File: src/rtl/sr_ignition_sequencer.sv
// Ignition sequencer: derives beta_quiet, supplies the base threshold, and
// runs the arm / ramp / plateau / fall / refractory envelope that shapes the
// Q14 ignition gain, counting ignitions and flagging conscious access once.
module sr_ignition_sequencer #(
  parameter int WIDTH          = 18,
  parameter int FRAC           = 14,
  parameter int BASE_THRESH    = 9830,
  parameter int BETA_QUIET_LO  = 3277,
  parameter int BETA_QUIET_HI  = 4915,
  parameter int BQ_DWELL       = 8,
  parameter int ARM_CYCLES     = 4,
  parameter int RAMP_STEP      = 2048,
  parameter int PLATEAU_CYCLES = 16,
  parameter int REFRACT_CYCLES = 32
) (
  input  logic                    clk,
  input  logic                    rst,
  input  logic                    clk_en,
  input  logic signed [WIDTH-1:0] coherence,
  input  logic signed [WIDTH-1:0] beta_power,
  input  logic signed [WIDTH-1:0] ignition_threshold,
  input  logic                    ignition_permitted,
  input  logic                    consciousness_access_possible,
  output logic                    beta_quiet,
  output logic signed [WIDTH-1:0] base_threshold,
  output logic                    ignition_active,
  output logic [2:0]              ignition_phase,
  output logic signed [WIDTH-1:0] ignition_gain,
  output logic [15:0]             event_count,
  output logic                    consciousness_event
);

  localparam int CW = 16;

  localparam logic signed [WIDTH-1:0] BASE_W = WIDTH'(BASE_THRESH);
  localparam logic signed [WIDTH-1:0] LO_W   = WIDTH'(BETA_QUIET_LO);
  localparam logic signed [WIDTH-1:0] HI_W   = WIDTH'(BETA_QUIET_HI);
  localparam logic signed [WIDTH-1:0] ONE_W  = WIDTH'(1 << FRAC);

  // Gain arithmetic runs one bit wider so a step past full scale or below
  // zero is seen as such and clamped rather than wrapping.
  localparam logic signed [WIDTH:0] STEP_X = (WIDTH+1)'(RAMP_STEP);
  localparam logic signed [WIDTH:0] ONE_X  = (WIDTH+1)'(1 << FRAC);
  localparam logic signed [WIDTH:0] ZERO_X = '0;

  localparam logic [CW-1:0] DWELL_C   = CW'(BQ_DWELL);
  localparam logic [CW-1:0] DWELL_M1  = CW'(BQ_DWELL - 1);
  localparam logic [CW-1:0] ARM_LAST  = CW'(ARM_CYCLES - 1);
  localparam logic [CW-1:0] PLAT_LAST = CW'(PLATEAU_CYCLES - 1);
  localparam logic [CW-1:0] REF_LAST  = CW'(REFRACT_CYCLES - 1);

  typedef enum logic [2:0] {
    IDLE       = 3'd0,
    ARM        = 3'd1,
    RISE       = 3'd2,
    PLATEAU    = 3'd3,
    FALL       = 3'd4,
    REFRACTORY = 3'd5
  } state_t;

  state_t                 state;
  logic [CW-1:0]          bq_cnt;
  logic [CW-1:0]          arm_cnt;
  logic [CW-1:0]          phase_cnt;
  logic                   consc_latch;
  logic                   en_ok;
  logic                   perm_ok;
  logic                   access_ok;
  logic                   cond;
  logic signed [WIDTH:0]  gain_up;
  logic signed [WIDTH:0]  gain_dn;

  // Single-bit controls count only when they are a clean 1; anything else
  // (including unknowns from an unreset upstream block) reads as 0.
  assign en_ok     = (clk_en === 1'b1);
  assign perm_ok   = (ignition_permitted === 1'b1);
  assign access_ok = (consciousness_access_possible === 1'b1);
  assign cond      = perm_ok && ((coherence >= ignition_threshold) === 1'b1);

  assign gain_up = {ignition_gain[WIDTH-1], ignition_gain} + STEP_X;
  assign gain_dn = {ignition_gain[WIDTH-1], ignition_gain} - STEP_X;

  assign ignition_phase = state;

  // Beta-quiet dwell counter with LO/HI hysteresis, plus the constant base threshold
  always_ff @(posedge clk) begin
    if (rst) begin
      bq_cnt         <= '0;
      beta_quiet     <= 1'b0;
      base_threshold <= BASE_W;
    end else if (en_ok) begin
      base_threshold <= BASE_W;
      if (beta_power < LO_W) begin
        if (bq_cnt != DWELL_C) bq_cnt <= bq_cnt + CW'(1);
        if (bq_cnt >= DWELL_M1) beta_quiet <= 1'b1;
      end else begin
        bq_cnt <= '0;
        if (beta_power > HI_W) beta_quiet <= 1'b0;
      end
    end
  end

  // Ignition envelope FSM with registered gain, activity, event count and access pulse
  always_ff @(posedge clk) begin
    if (rst) begin
      state               <= IDLE;
      arm_cnt             <= '0;
      phase_cnt           <= '0;
      consc_latch         <= 1'b0;
      ignition_active     <= 1'b0;
      ignition_gain       <= '0;
      event_count         <= '0;
      consciousness_event <= 1'b0;
    end else if (!en_ok) begin
      consciousness_event <= 1'b0;
    end else begin
      consciousness_event <= 1'b0;
      case (state)
        IDLE: begin
          if (cond) begin
            state   <= ARM;
            arm_cnt <= CW'(1);
          end
        end
        ARM: begin
          if (!cond) begin
            state   <= IDLE;
            arm_cnt <= '0;
          end else if (arm_cnt == ARM_LAST) begin
            state           <= RISE;
            arm_cnt         <= '0;
            consc_latch     <= 1'b0;
            ignition_active <= 1'b1;
            if (event_count != 16'hFFFF) event_count <= event_count + 16'd1;
          end else begin
            arm_cnt <= arm_cnt + CW'(1);
          end
        end
        RISE: begin
          if (!beta_quiet) begin
            state <= FALL;
          end else if (gain_up >= ONE_X) begin
            ignition_gain <= ONE_W;
            state         <= PLATEAU;
            phase_cnt     <= '0;
          end else begin
            ignition_gain <= gain_up[WIDTH-1:0];
          end
        end
        PLATEAU: begin
          if (access_ok && !consc_latch) begin
            consciousness_event <= 1'b1;
            consc_latch         <= 1'b1;
          end
          if (!beta_quiet || phase_cnt == PLAT_LAST) begin
            state     <= FALL;
            phase_cnt <= '0;
          end else begin
            phase_cnt <= phase_cnt + CW'(1);
          end
        end
        FALL: begin
          if (gain_dn <= ZERO_X) begin
            ignition_gain   <= '0;
            state           <= REFRACTORY;
            phase_cnt       <= '0;
            ignition_active <= 1'b0;
          end else begin
            ignition_gain <= gain_dn[WIDTH-1:0];
          end
        end
        REFRACTORY: begin
          if (phase_cnt == REF_LAST) begin
            state     <= IDLE;
            phase_cnt <= '0;
          end else begin
            phase_cnt <= phase_cnt + CW'(1);
          end
        end
        default: begin
          state           <= IDLE;
          ignition_active <= 1'b0;
        end
      endcase
    end
  end

endmodule
File: config.mk
export PLATFORM = sky130hd
export DESIGN_NAME = sr_ignition_sequencer
export DESIGN_NICKNAME = d
export VERILOG_FILES = /design/src/rtl/sr_ignition_sequencer.sv
export SDC_FILE = /design/constraint.sdc
export NUM_CORES = 1
export LEC_CHECK = 0
export CAP_MARGIN = 5
export CORE_UTILIZATION = 48
export DETAILED_ROUTE_END_ITERATION = 12
export MAX_ROUTING_LAYER = met4
export PLACE_DENSITY = 0.77
export SLEW_MARGIN = 0
export SYNTH_ARGS = -nofsm -noshare
export SYNTH_HDL_FRONTEND = slang
export SYNTH_SLANG_ARGS = --single-unit
File: constraint.sdc
create_clock -name clk -period 4.71 [get_ports clk]
set_clock_uncertainty 0.2 [all_clocks]
set_input_delay 0.942 -clock clk [delete_from_list [all_inputs] [get_ports clk]]
set_output_delay 0.942 -clock clk [all_outputs]
set_load 0.01 [all_outputs]
After elaboration in Yosys (flattened, before gate mapping)
Index checks and enable logic that the tools add are counted.
{"block": "totals", "regBits": 89, "input_bits": 59, "output_inout_bits": 58, "word_cells": 111}
{"block": "op_classes", "n_addsub": 6, "magnitude_cmp": 6, "eq_ne": 27, "muxes": 37, "bitwise_logic": 3, "n_reduce_logical": 22}
{"cell": "2-to-1 mux 16 bit", "count": 10}
{"cell": "adder 16 x 1 -> 16 bit (second input constant)", "count": 4}
{"cell": "one-hot mux 16 bit (4 select lines)", "count": 1}
{"cell": "2-to-1 mux 18 bit", "count": 3}
{"cell": "one-hot mux 18 bit (2 select lines)", "count": 1}
{"cell": "one-hot mux 16 bit (2 select lines)", "count": 1}
{"cell": "2-to-1 mux 3 bit", "count": 8}
{"cell": "AND reduction 5 bit", "count": 4}
{"cell": "adder 18 x 13 -> 19 bit (second input constant)", "count": 1}
{"cell": "greater-or-equal comparator 19 x 16 -> 1 bit (second input constant)", "count": 1}
{"cell": "less-or-equal comparator 19 x 1 -> 1 bit (second input constant)", "count": 1}
{"cell": "subtractor 18 x 13 -> 19 bit (second input constant)", "count": 1}
{"cell": "greater-or-equal comparator 18 bit", "count": 1}
{"cell": "greater-than comparator 18 x 14 -> 1 bit (second input constant)", "count": 1}
{"cell": "< comparator 18 x 13 -> 1 bit (second input constant)", "count": 1}
{"cell": "!= test 2 bit (second input constant)", "count": 9}
{"cell": "one-hot mux 3 bit (6 select lines)", "count": 1}
{"cell": "== test 16 x 2 -> 1 bit (second input constant)", "count": 1}
{"cell": "== test 16 x 4 -> 1 bit (second input constant)", "count": 1}
{"cell": "== test 16 x 5 -> 1 bit (second input constant)", "count": 1}
{"cell": "greater-or-equal comparator 16 x 3 -> 1 bit (second input constant)", "count": 1}
{"cell": "!= test 16 bit (second input constant)", "count": 1}
{"cell": "!= test 16 x 4 -> 1 bit (second input constant)", "count": 1}
{"cell": "2-to-1 mux 1 bit", "count": 10}
{"cell": "other kinds (20)", "count": 36}

Logic depth before layout (Yosys ltp)
{"block": "logic_depth", "word_depth": 5, "mapped_depth": 11, "ltp_nobuf": 9}

Worst setup path before layout
OpenSTA, ideal clock, no wires.
{"block": "synth_timing", "path_type": "in2reg", "start": "input port ignition_threshold[15]", "end": "register state[1], in the netlist ignition_phase[1]", "setup_ns": 0.123, "t_arrival_ns": 3.042, "t_required_ns": 4.387, "slack_ns": 1.345, "cell_stages": 9, "n_path_buf": 0, "path_cell_list": "inv_1 -> ha_1 -> a21o_1 -> a2111oi_2 -> a21boi_4 -> o311ai_4 -> a2111oi_2 -> a311oi_2 -> mux2_1"}
{"block": "synth_via", "elab_chain_len": 5, "word_cells_on_any_way": 8, "cone_classes": "order compare (1); eq/ne (3); mux (2); reduce/logical (2)"}
{"element": "start: declaration", "line": "21", "rtl": "input logic signed [WIDTH-1:0] ignition_threshold,"}
{"element": "greater-or-equal comparator 18 bit (*)", "line": "78", "rtl": "assign cond = perm_ok && ((coherence >= ignition_threshold) === 1'b1);"}
{"element": "case equality test 1 bit (*)", "line": "78"}
{"element": "logical AND 1 bit (*)", "line": "78"}
{"element": "!= test 3 bit (no line), or another cell as far along"}
{"element": "AND reduction 7 bit (no line) or one-hot mux 3 bit (6 select lines) (tied branches)"}
{"element": "end signal: assignment", "line": "106", "rtl": "state <= IDLE;"}
{"element": "end signal: assignment", "line": "121", "rtl": "state <= ARM;"}
{"element": "end signal: assignment", "line": "127", "rtl": "state <= IDLE;"}
{"element": "end: declaration", "line": "61", "rtl": "state_t state;"}
Mark *: on every way between the ends. The rest lies on a longest branch, timed or not.
A chain may end at the register's enable or synchronous reset.

Worst setup path in the final report
{"block": "layout_timing", "start": "input port ignition_threshold[8]", "end": "register event_count[9]"}
{"block": "layout_via", "elab_chain_len": 4}
{"element": "greater-or-equal comparator 18 bit", "line": "78"}
{"element": "case equality test 1 bit", "line": "78"}
{"element": "logical AND 1 bit", "line": "78"}
{"element": "AND reduction 5 bit (no line)"}
{"element": "end signal: assignment", "line": "134", "rtl": "if (event_count != 16'hFFFF) event_count <= event_count + 16'd1;"}
{"element": "end: declaration", "line": "29", "rtl": "output logic [15:0] event_count,"}
No other way between the ends.

==> impl_metrics.toml <==
[cts]
cts.clk_slew.worst_paths_ps = 70
cts_setup_buffers = 0
cts_resized = 0
insertion_delay_ps = 350
htreeDepth = 3
tritoncts = "built"
clk_path_buf_depth = 2
ctsHoldBuffers = 0
root_buffer = "clkbuf_8"
clock-sinks = 78
numCtsBuffers = 9

[synth]
synth_cell_types = 62
synth-seq-cells = 78
async_flop_share_pct = 0
synth_fa_ha_area_share_pct = 6.25
ys.flop_type = "dfxtp_1"
ys_seq_area_share_pct = 31.2
ys_top_cells_by_area = "dfxtp_1 (31%), ha_1 (6.2%), a21oi_1 (5.1%)"
synth_top_family_by_area = "simple AND/OR/NAND/NOR gates"
synth_area_um2 = 5010
yosys.area.top_type = "dfxtp_1"
syn_area_per_cell_um2 = 7.87
syn_inst = 636
synth_compound_area_share_pct = 19.9
synth.mux.area_fraction_pct = 0.825
synthSimpleGateAreaFrac_pct = 26.9
synth_top_area_share_pct = 31.2
yosysWarnings = 0
synth-xor-area-share_pct = 5.42
synth_edf_count = 0

[worst_hold_path]
min_path_type = "reg -> reg"
min-delay-start = "consc_latch"

[cells_and_area]
area_growth_pct = 20.7
final_cell_count_no_fill = 845
diodes = 0
layout_common_cells = "clkdlybuf4s50_1 (87), dfxtp_1 (78), nor2_1 (59)"
final_area_um2 = 6040
drive_above_1_share_pct = 4.21
layout.cells.most_common = "clkdlybuf4s50_1"
nNetsFinal = 791

[grt]
grt_pass1_wl_um = 20000
met1_usage_pct = 27.3
grt_remaining_overflow = 0
gr-max-usage-layer = "met2"
met2_usage_pct = 37.7
grtUsageTotal_pct = 22.4
grt_pass1_vias = 4483
grt_use_met3_pct = 3.95
antenna_found_initial = 0
grt_max_degree = 30

[job]
cap_violations = 0

[setup_path]
worstPathArrival_ps = 3690
slowest_stage = "o41a_1"
worstSetupStartpoint = "ignition_threshold[8]"
r2r_start = "ignition_gain[11]"
slowest_delay_ps = 500
required_ps = 4760
r2r_setup_slack_ps = 1230
critPathMaxFanout = 29
crit_chain = "clkdlybuf4s50_1, inv_1, ha_1, nand4_1, o41a_1, o311ai_4, nand4_1, buf_4, or3_1, a21oi_1"
crit_type = "in -> reg"
cp-end-kind = "flop"
crit_end = "event_count[9]"
r2r-end = "phase_cnt[5]"
startpoint_type = "primary input"
ff2ff_path_depth = 9
crit_top_cell = "nand4_1"

[timing]
relSlewSlack_pct = 29.3
timing.final.crit_share_pct = 77.2
rsz0062_at_grt = "no"
fmax_mhz = 275
finalSetupTns_ps = 0
layout_min_cycle_time_ps = 3630
hold_viol_final = 0
worstMarginPinSlew_ps = 1050
setup_viol = 0
drv_slew = 0

[outcome]
status = "finished, final reports clean"

[routing]
via_per_inst = 5.62
routedWlPerCell_um = 13.5
drtAntennaViolNets = 0
first_pass_iters = 5
initialDrtViolationCount = 219
drc = 0
vias = 4748
finalWirelength_um = 11400

[placement]
place_inst = 829
place_congestion = 0.807
numPortBuffers = 87
dp_hpwl_um = 8440
place_area_um2 = 5830

[floorplan]
die_area_um2 = 10800
initial_core_util_pct = 50.3
die_h_um = 104
pin_count = 117
num_rows = 36
core_area_um2 = 9950
die_x_um = 104

[power_and_ir_drop]
p_per_area_nw_per_um2 = 231
vdd_ir_drop_max_mv = 0.151
power.leakage_uw = 0.00220
synth_stat cells (all sizes together), types with 5 or more instances:
cell	count
and3	12
nand3	27
nand2	49
nor2	60
nor2b	5
a211oi	7
or3	16
o21ai	29
nor4	12
inv	32
clkbuf	16
or4	13
nor3	22
a21o	6
a21oi	51
o31ai	12
xor2	12
a31oi	5
nand4	21
and2	6
xnor2	19
nand2b	6
buf	42
ha	25
dfxtp	78
kinds of logic (layout without fill, tap and decap cells):
| family | after synthesis | after routing |
|---|---|---|
| flip-flops | 78 | 78 |
| buffers and inverters | 90 | 139 |
| AO/OA/AOI/OAI | 145 | 145 |
| AND/OR/NAND/NOR | 261 | 261 |
| XOR/XNOR | 31 | 31 |
| other | 2 | 29 |
| multiplexers | 4 | 4 |
| adder cells (fa/ha/maj) | 25 | 25 |
layer usage:
metal / vias to the layer above / part of all wire (%)
met5: - / 0
met3: 18 / 4.5
met2: 115 / 49
met1: 2226 / 45
li1: 2389 / -
met4: 0 / 1.3
worst min path at each step:
| stage | cells past startpoint | endpoint | slack [ps] |
|---|---|---|---|
| 5_1_grt | 1 | consciousness_event | 290 |
| 2_1_floorplan | 1 | consciousness_event | 220 |
| 3_5_place_dp | 1 | consciousness_event | 250 |
| 6_report | 1 | consciousness_event | 260 |
| 3_3_place_gp | 1 | consciousness_event | 230 |
| 4_1_cts | 1 | consciousness_event | 260 |
area by class of cell:
class / count / area (um^2)
clock inverter: 4 / 70.1
fill: 882 / 3910
tap: 133 / 166
clock buffer: 12 / 145
timing repair buffer: 91 / 901
multi-input combinational: 495 / 3080
sequential: 78 / 1560
inverter: 32 / 120
registers in the layout, summed over array words and instances, names as in the netlist:
signal and cells:
bq_cnt 16, arm_cnt 16, ignition_gain 7, ignition_active 1, event_count 16, consc_latch 1, phase_cnt 16, consciousness_event 1
beta_quiet 1, ignition_phase 3
critical path, delay by kind of cell:
family          cells  cell delay (ps)
buf+inv             3              730
fa+ha+maj           1              290
simple gates        3              620
compound gates      3             1090
through the flow:
step	hold WS (ps)	setup slack [ps]	util [%]	power, uW
6_report	259	1080	60.7	1400
5_1_grt	295	885	60.7	1460
4_1_cts	258	1070	60.7	1400
3_5_place_dp	246	726	58.5	864
3_3_place_gp	235	796	58.5	858
2_1_floorplan	222	1340	-	809
where the power goes:
group	total (uW)	internal (uW)	switching [uW]
clock network	546	312	234
registers	672	662	9.63
logic	178	86.2	91.5
total	1400	1060	335
(Power assumes the default switching activity.)
